<file path="config.mk">
export PLATFORM = sky130hd
export DESIGN_NAME = rr_merge_pipe
export DESIGN_NICKNAME = d
export VERILOG_FILES = /design/src/rtl/rr_merge_pipe.sv
export SDC_FILE = /design/constraint.sdc
export NUM_CORES = 1
export LEC_CHECK = 0
export CAP_MARGIN = 25
export CORE_MARGIN = 2
export CORE_UTILIZATION = 51
export DETAILED_ROUTE_END_ITERATION = 8
export PLACE_DENSITY = 0.79
export SLEW_MARGIN = 10
export SYNTH_ARGS = -nofsm -noshare
export SYNTH_HDL_FRONTEND = slang
export SYNTH_SLANG_ARGS = --single-unit
</file>
<file path="constraint.sdc">
create_clock -name CLK -period 4.8 [get_ports CLK]
set_input_delay 1.44 -clock CLK [delete_from_list [all_inputs] [get_ports CLK]]
set_output_delay 1.44 -clock CLK [all_outputs]
set_load 0.05 [all_outputs]
</file>
<file path="src/rtl/rr_merge_pipe.sv">
// rr_merge_pipe: two buffered inputs
// merged onto one enq port by an arbiter
module rr_merge_pipe #(
  parameter int unsigned DEPTH  = 2,
  parameter bit          STRICT = 1'b0
) (
  input  logic         CLK,
  input  logic         nRST,
  input  logic         a_enq__ENA,
  input  logic [127:0] a_enq_v,
  output logic         a_enq__RDY,
  input  logic         b_enq__ENA,
  input  logic [127:0] b_enq_v,
  output logic         b_enq__RDY,
  output logic         out_enq__ENA,
  output logic [127:0] out_enq_v,
  input  logic         out_enq__RDY,
  output logic         grant_b
);

  localparam int AW = (DEPTH > 1) ? $clog2(DEPTH) : 1;
  localparam int CW = AW + 1;
  localparam logic [CW-1:0] FULL = CW'(DEPTH);

  logic [127:0]  mem_a_q [DEPTH];
  logic [127:0]  mem_b_q [DEPTH];
  logic [AW-1:0] rp_a_q, rp_a_d, wp_a_q, wp_a_d;
  logic [AW-1:0] rp_b_q, rp_b_d, wp_b_q, wp_b_d;
  logic [CW-1:0] cnt_a_q, cnt_a_d, cnt_b_q, cnt_b_d;
  logic          prio_b_q, prio_b_d;

  logic req_a, req_b, win_b, xfer;
  logic enq_a, enq_b, deq_a, deq_b;

  always_comb begin
    req_a = (cnt_a_q != '0);
    req_b = (cnt_b_q != '0);
    win_b = req_b & (~req_a | STRICT | prio_b_q);
    xfer  = out_enq__RDY & (req_a | req_b);
    deq_a = xfer & ~win_b;
    deq_b = xfer & win_b;
    enq_a = a_enq__ENA & a_enq__RDY;
    enq_b = b_enq__ENA & b_enq__RDY;

    rp_a_d  = rp_a_q + AW'(deq_a);
    wp_a_d  = wp_a_q + AW'(enq_a);
    cnt_a_d = cnt_a_q + CW'(enq_a) - CW'(deq_a);
    rp_b_d  = rp_b_q + AW'(deq_b);
    wp_b_d  = wp_b_q + AW'(enq_b);
    cnt_b_d = cnt_b_q + CW'(enq_b) - CW'(deq_b);

    prio_b_d = prio_b_q;
    if (xfer && !STRICT) prio_b_d = ~win_b;
  end

  always_comb begin
    a_enq__RDY   = nRST & (cnt_a_q != FULL);
    b_enq__RDY   = nRST & (cnt_b_q != FULL);
    out_enq__ENA = xfer;
    grant_b      = xfer & win_b;
    out_enq_v    = '0;
    if (xfer) out_enq_v = win_b ? mem_b_q[rp_b_q] : mem_a_q[rp_a_q];
  end

  always_ff @(posedge CLK or negedge nRST) begin
    if (!nRST) begin
      rp_a_q   <= '0;
      wp_a_q   <= '0;
      cnt_a_q  <= '0;
      rp_b_q   <= '0;
      wp_b_q   <= '0;
      cnt_b_q  <= '0;
      prio_b_q <= 1'b0;
    end else begin
      rp_a_q   <= rp_a_d;
      wp_a_q   <= wp_a_d;
      cnt_a_q  <= cnt_a_d;
      rp_b_q   <= rp_b_d;
      wp_b_q   <= wp_b_d;
      cnt_b_q  <= cnt_b_d;
      prio_b_q <= prio_b_d;
    end
  end

  always_ff @(posedge CLK) begin
    if (enq_a) mem_a_q[wp_a_q] <= a_enq_v;
    if (enq_b) mem_b_q[wp_b_q] <= b_enq_v;
  end

endmodule

</file>
Word level (Yosys, flattened, before mapping) --
Memories as Yosys holds them, arrays and structs flattened. Index checks and enable logic that the tools add are counted.
Storage, ports and cells: bits in registers 9, bits in latches 0, memory bits (writable) 512, memory bits (read-only) 0, input port bits 261, output and inout port bits 132, logic and storage cells 39, memories kept 2
Operators by class: add/sub/neg operators 8, multipliers 0, divide/modulo/power cells 0, $lt $le $gt $ge 0, equal/unequal tests 2, shift operators 0, multiplexer cells 6, bitwise gates (word level) 12, reductions and logical operators 2
Memories:
- mem_a_q | words 2, width 128, rd ports 1, clocked after Yosys merged registers in 0, write ports 1, line 25 | logic [127:0] mem_a_q [DEPTH];
- mem_b_q | words 2, width 128, rd ports 1, clocked after Yosys merged registers in 0, write ports 1, line 26 | logic [127:0] mem_b_q [DEPTH];
Operators with widths (number):
- 128-bit 2-to-1 mux | 2
- 1-bit AND | 8
- 1-bit adder | 4
- 2-bit by 1-bit adder with 2-bit output | 2
- 1-bit 2-to-1 mux | 4
- 2-bit inequality test, second input constant | 2
- 2-bit nonzero test | 2
- 2-bit by 1-bit subtractor with 2-bit output | 2
- 1-bit inverter | 2
- 1-bit OR | 2

Depth between registers and ports, before layout --
depth in word-level cells 7, mapped depth 10

Least setup slack after synthesis --
Ideal clock, no wire load.
path kind input to register, start in nRST, end mem mem_a_q[1][0] (enable), data arrival time 5.968 ns, data required time 4.297 ns, path slack -1.672 ns, cell stages on the path 3, buffers on the path 0, cell sequence a21boi_0 -> and2_1 -> ha_1
On the way: word-level cells in the longest chain between the ends 4
Ends and longest elaborated chain:
- start: declaration | line 8 | input logic nRST,
- 1-bit AND | line 57 | a_enq__RDY = nRST & (cnt_a_q != FULL);
- 1-bit AND | line 42 | enq_a = a_enq__ENA & a_enq__RDY;
- 1-bit 2-to-1 mux | line 86 | if (enq_a) mem_a_q[wp_a_q] <= a_enq_v;
- 1-bit 2-to-1 mux (implied by the code) | line 86
- end: declaration | line 25
Every way passes these cells.

Worst setup path after layout --
start in out_enq__RDY, end out out_enq_v[97]
On the way: word-level cells in the longest chain between the ends 2
Ends and longest elaborated chain:
- start: declaration | line 17 | input logic out_enq__RDY,
- 1-bit AND | line 39 | xfer = out_enq__RDY & (req_a | req_b);
- 128-bit 2-to-1 mux | line 62 | if (xfer) out_enq_v = win_b ? mem_b_q[rp_b_q] : mem_a_q[rp_a_q];
- end: declaration | line 16 | output logic [127:0] out_enq_v,
Every way passes these cells.

==> flow_summary_export.csv <==
group,metric,value,unit
pwr,fin_total_pwr,0.01765,W
yosys,yosysTopAreaCell,"edfxtp_1",
sta,layout_worst_path_cycle_share,98.49,%
route,num_vias,10900,
finish,final_nets,1682,
finish,regArea,15610,sq um
route,vias_per_cell,5.540,
pwr,switching_power,0.006409,W
clock_tree,postCtsHoldBufs,0,
place,dp.cells,1870,
yosys,synth_warnings,0,
yosys,netlist_top_cells_area,"edfxtp_1 (78%), mux2i_1 (13%), o22ai_1 (4.1%), dfrtp_1 (1.1%), buf_2 (0.79%)",
clock_tree,insertion_delay,0.58,ns
clock_tree,root_buffer,"clkbuf_16",
finish,final_util,71.88,%
critical_path,path_class,"primary input to primary output",
clock_tree,cts_inserted_buffers,52,
route,drt_iter0_drc,609,
route,ant_nets,0,
pwr,p_comb_share,45.1,%
grt,grt_busiest_layer,"met2",
pwr,leakagePower,9.718,nW
grt,grt_max_degree,81,
sta,clock.fmax,211.5,MHz
route,drtPass1Iterations,4,
die,fp.coreArea,37760,sq um
die,rows,71,
finish,fillers,2239,
route,drt_wl_total,47.47,mm
pwr,power_density,650.4,nW/um^2
die,chipHeight,200.0,um
critical_path,endpoint_kind,"primary output",
yosys,yosysMostFrequentCell,"edfxtp_1",
clock_tree,postCtsSetupBuffers,0,
sta,slew_headroom,59.12,%
run_status,status,"finished clean",
finish,multi_input_area,3676,sq um
pwr,seq_power_share,33.8,%
sta,rsz0062_at_grt,"no",
finish,area_delta_synth_final,38.54,%
run,max_cap_violations,0,
sta,hold_viol,0,
yosys,synthDistinctLibCells,22,
yosys,ys_ff_latch,521,
critical_path,crit_fanout,65,
grt,grt.total_usage,23.59,%
yosys,syn-cell-area,19590,sq um
sta,tightest_slew,0.6132,ns
grt,grt_first_pass_wirelength,69.19,mm
yosys,synth_common_cells,"edfxtp_1 (512), mux2i_1 (256), o22ai_1 (128)",
critical_path,critPathRequiredTime,3.36,ns
yosys,synth-main-ff-cell,"edfxtp_1",
clock_tree,cts-resized-gates,0,
critical_path,worst_setup_path_start_kind,"primary input",
yosys,async_flop_share,1.727,%
grt,grt_use_met3,7.023,%
grt,grt_overflow,0,
sta,skew,0.01029,ns
grt,antenna_found_initial,13,
critical_path,arrival,3.29,ns
route,wl_per_cell,24.12,um
finish,drive_above_1_share,15.81,%
finish,instances_no_fill,1968,
clock_tree,cts_buffer_depth,3,
die,die_area,40000,sq um
die,start_util,51.89,%
grt,met1_usage,28.72,%
grt,grt_pass1_vias,11480,
clock_tree,cts_tree,"built",
yosys,synthesis.nets,1269,
yosys,netlist_instances,1000,
route,drc,0,
clock_tree,htreeDepth,2,
place,port_buffers,392,
yosys,synth_top_area_share,78.48,%
die,die_w,200.0,um
sta,setup_viol,0,
yosys,synth_edf_count,512,
sta,hold_ws,0.5558,ns
pwr,p_int,0.01124,W
sta,layout_min_cycle_time,4.727,ns
grt,use_met2,39.83,%
pwr,max-vdd-ir-drop,0.5466,mV
worst_hold_path,worstHoldPathType,"flop to flop",
place,gp_congestion,0.7826,
place,dp_hpwl,30.19,mm
sta,slew_viol_final,0,
die,io_pins,393,
pwr,clock_power_share,21.1,%
yosys,syn_avg_cell_area,19.59,sq um
clock_tree,path_clk_slew,0.06,ns
clock_tree,cts_sinks,521,
yosys,ys_seq_area_share,79.63,%
pwr,power.share.switching,36.31,%
through the flow:
step / TNS [ns] / cell area, sq um / worst slack (ns)
final: 0 / 27140 / 0.07264
after global routing: 0 / 27130 / 0.01792
after CTS: 0 / 27120 / 0.1365
after detailed placement: 0 / 25580 / 0.1166
after global placement: 0 / 25580 / 0.1923
after floorplan: -148.70 / 19600 / -0.2904
critical path, cell delays in order:
cell	delay, ns
clkdlybuf4s50_1	0.62
nand3b_4	0.24
buf_12	0.27
o22ai_1	0.44
buf_12	0.20
sequential cells by signal (all words and copies together), names as in the netlist:
register / flops
wp_a_q: 1
prio_b_q: 1
wp_b_q: 1
cnt_a_q: 2
rp_b_q: 1
rp_a_q: 1
mem_a_q: 256
mem_b_q: 256
cnt_b_q: 2
kinds of logic (layout without fill, tap and decap cells):
kind of cell    after synthesis  in the layout  synth area share (%)
fa+ha+maj                     8              8                0.5110
buf+inv                      69            517                 1.916
other cells                   0              9                     0
compound gates              134            134                 4.369
xor+xnor                      6              6                0.2682
mux                         256            256                 13.08
simple gates                  6              6                0.2235
flops                       521            521                 79.63
layout make-up:
type / instances / area share [%]
well taps: 511 / 2.356
inverters: 11 / 0.1521
multi-input cells: 410 / 13.54
flip-flops and latches: 521 / 57.51
diodes: 9 / 0.08298
clock buffers: 68 / 5.094
clock inverters: 21 / 0.5532
repair buffers: 417 / 20.71
layer usage:
layer / wire, um / vias up
met3: 4397 / 84
met1: 17500 / 5428
li1: - / 4908
met4: 1210 / 12
met5: 78 / -
met2: 24290 / 471
final timing paths:
path	endpoint	cells past startpoint	slack, ns	startpoint
worst max-delay path	out_enq_v[97]	5	0.07	out_enq__RDY
worst min-delay path	cnt_a_q[1]	1	0.56	cnt_a_q[1]
worst max register to register	mem_b_q[1][45]	5	2.44	cnt_b_q[0]
worst min register to register	cnt_a_q[1]	1	0.56	cnt_a_q[1]
max in group asynchronous	rp_b_q	2	3.43	nRST
min in group asynchronous	cnt_b_q[0]	2	1.21	nRST
power by group through the flow:
| stage | clock network (W) | registers, W | logic, W |
|---|---|---|---|
| global placement | 0 | 0.00603 | 0.00789 |
| finish | 0.00372 | 0.00597 | 0.00796 |
| floorplan | 0 | 0.00589 | 0.00442 |
| CTS | 0.00379 | 0.00598 | 0.00802 |
| detailed placement | 0 | 0.00607 | 0.00798 |
| global route | 0.00394 | 0.00602 | 0.00825 |
placed cells by master (no fill, tap or decap), types with 4 or more instances in the layout:
cell and instances:
buf_12 147, buf_4 10, clkbuf_1 15, clkbuf_16 53
clkdlybuf4s50_1 260, clkinv_1 11, clkinv_2 5, dfrtp_1 7
diode_2 9, edfxtp_1 512, ha_1 4, ha_4 4
inv_1 11, mux2i_1 256, o22ai_1 128, xnor2_1 6
(Power assumes the default switching activity.)
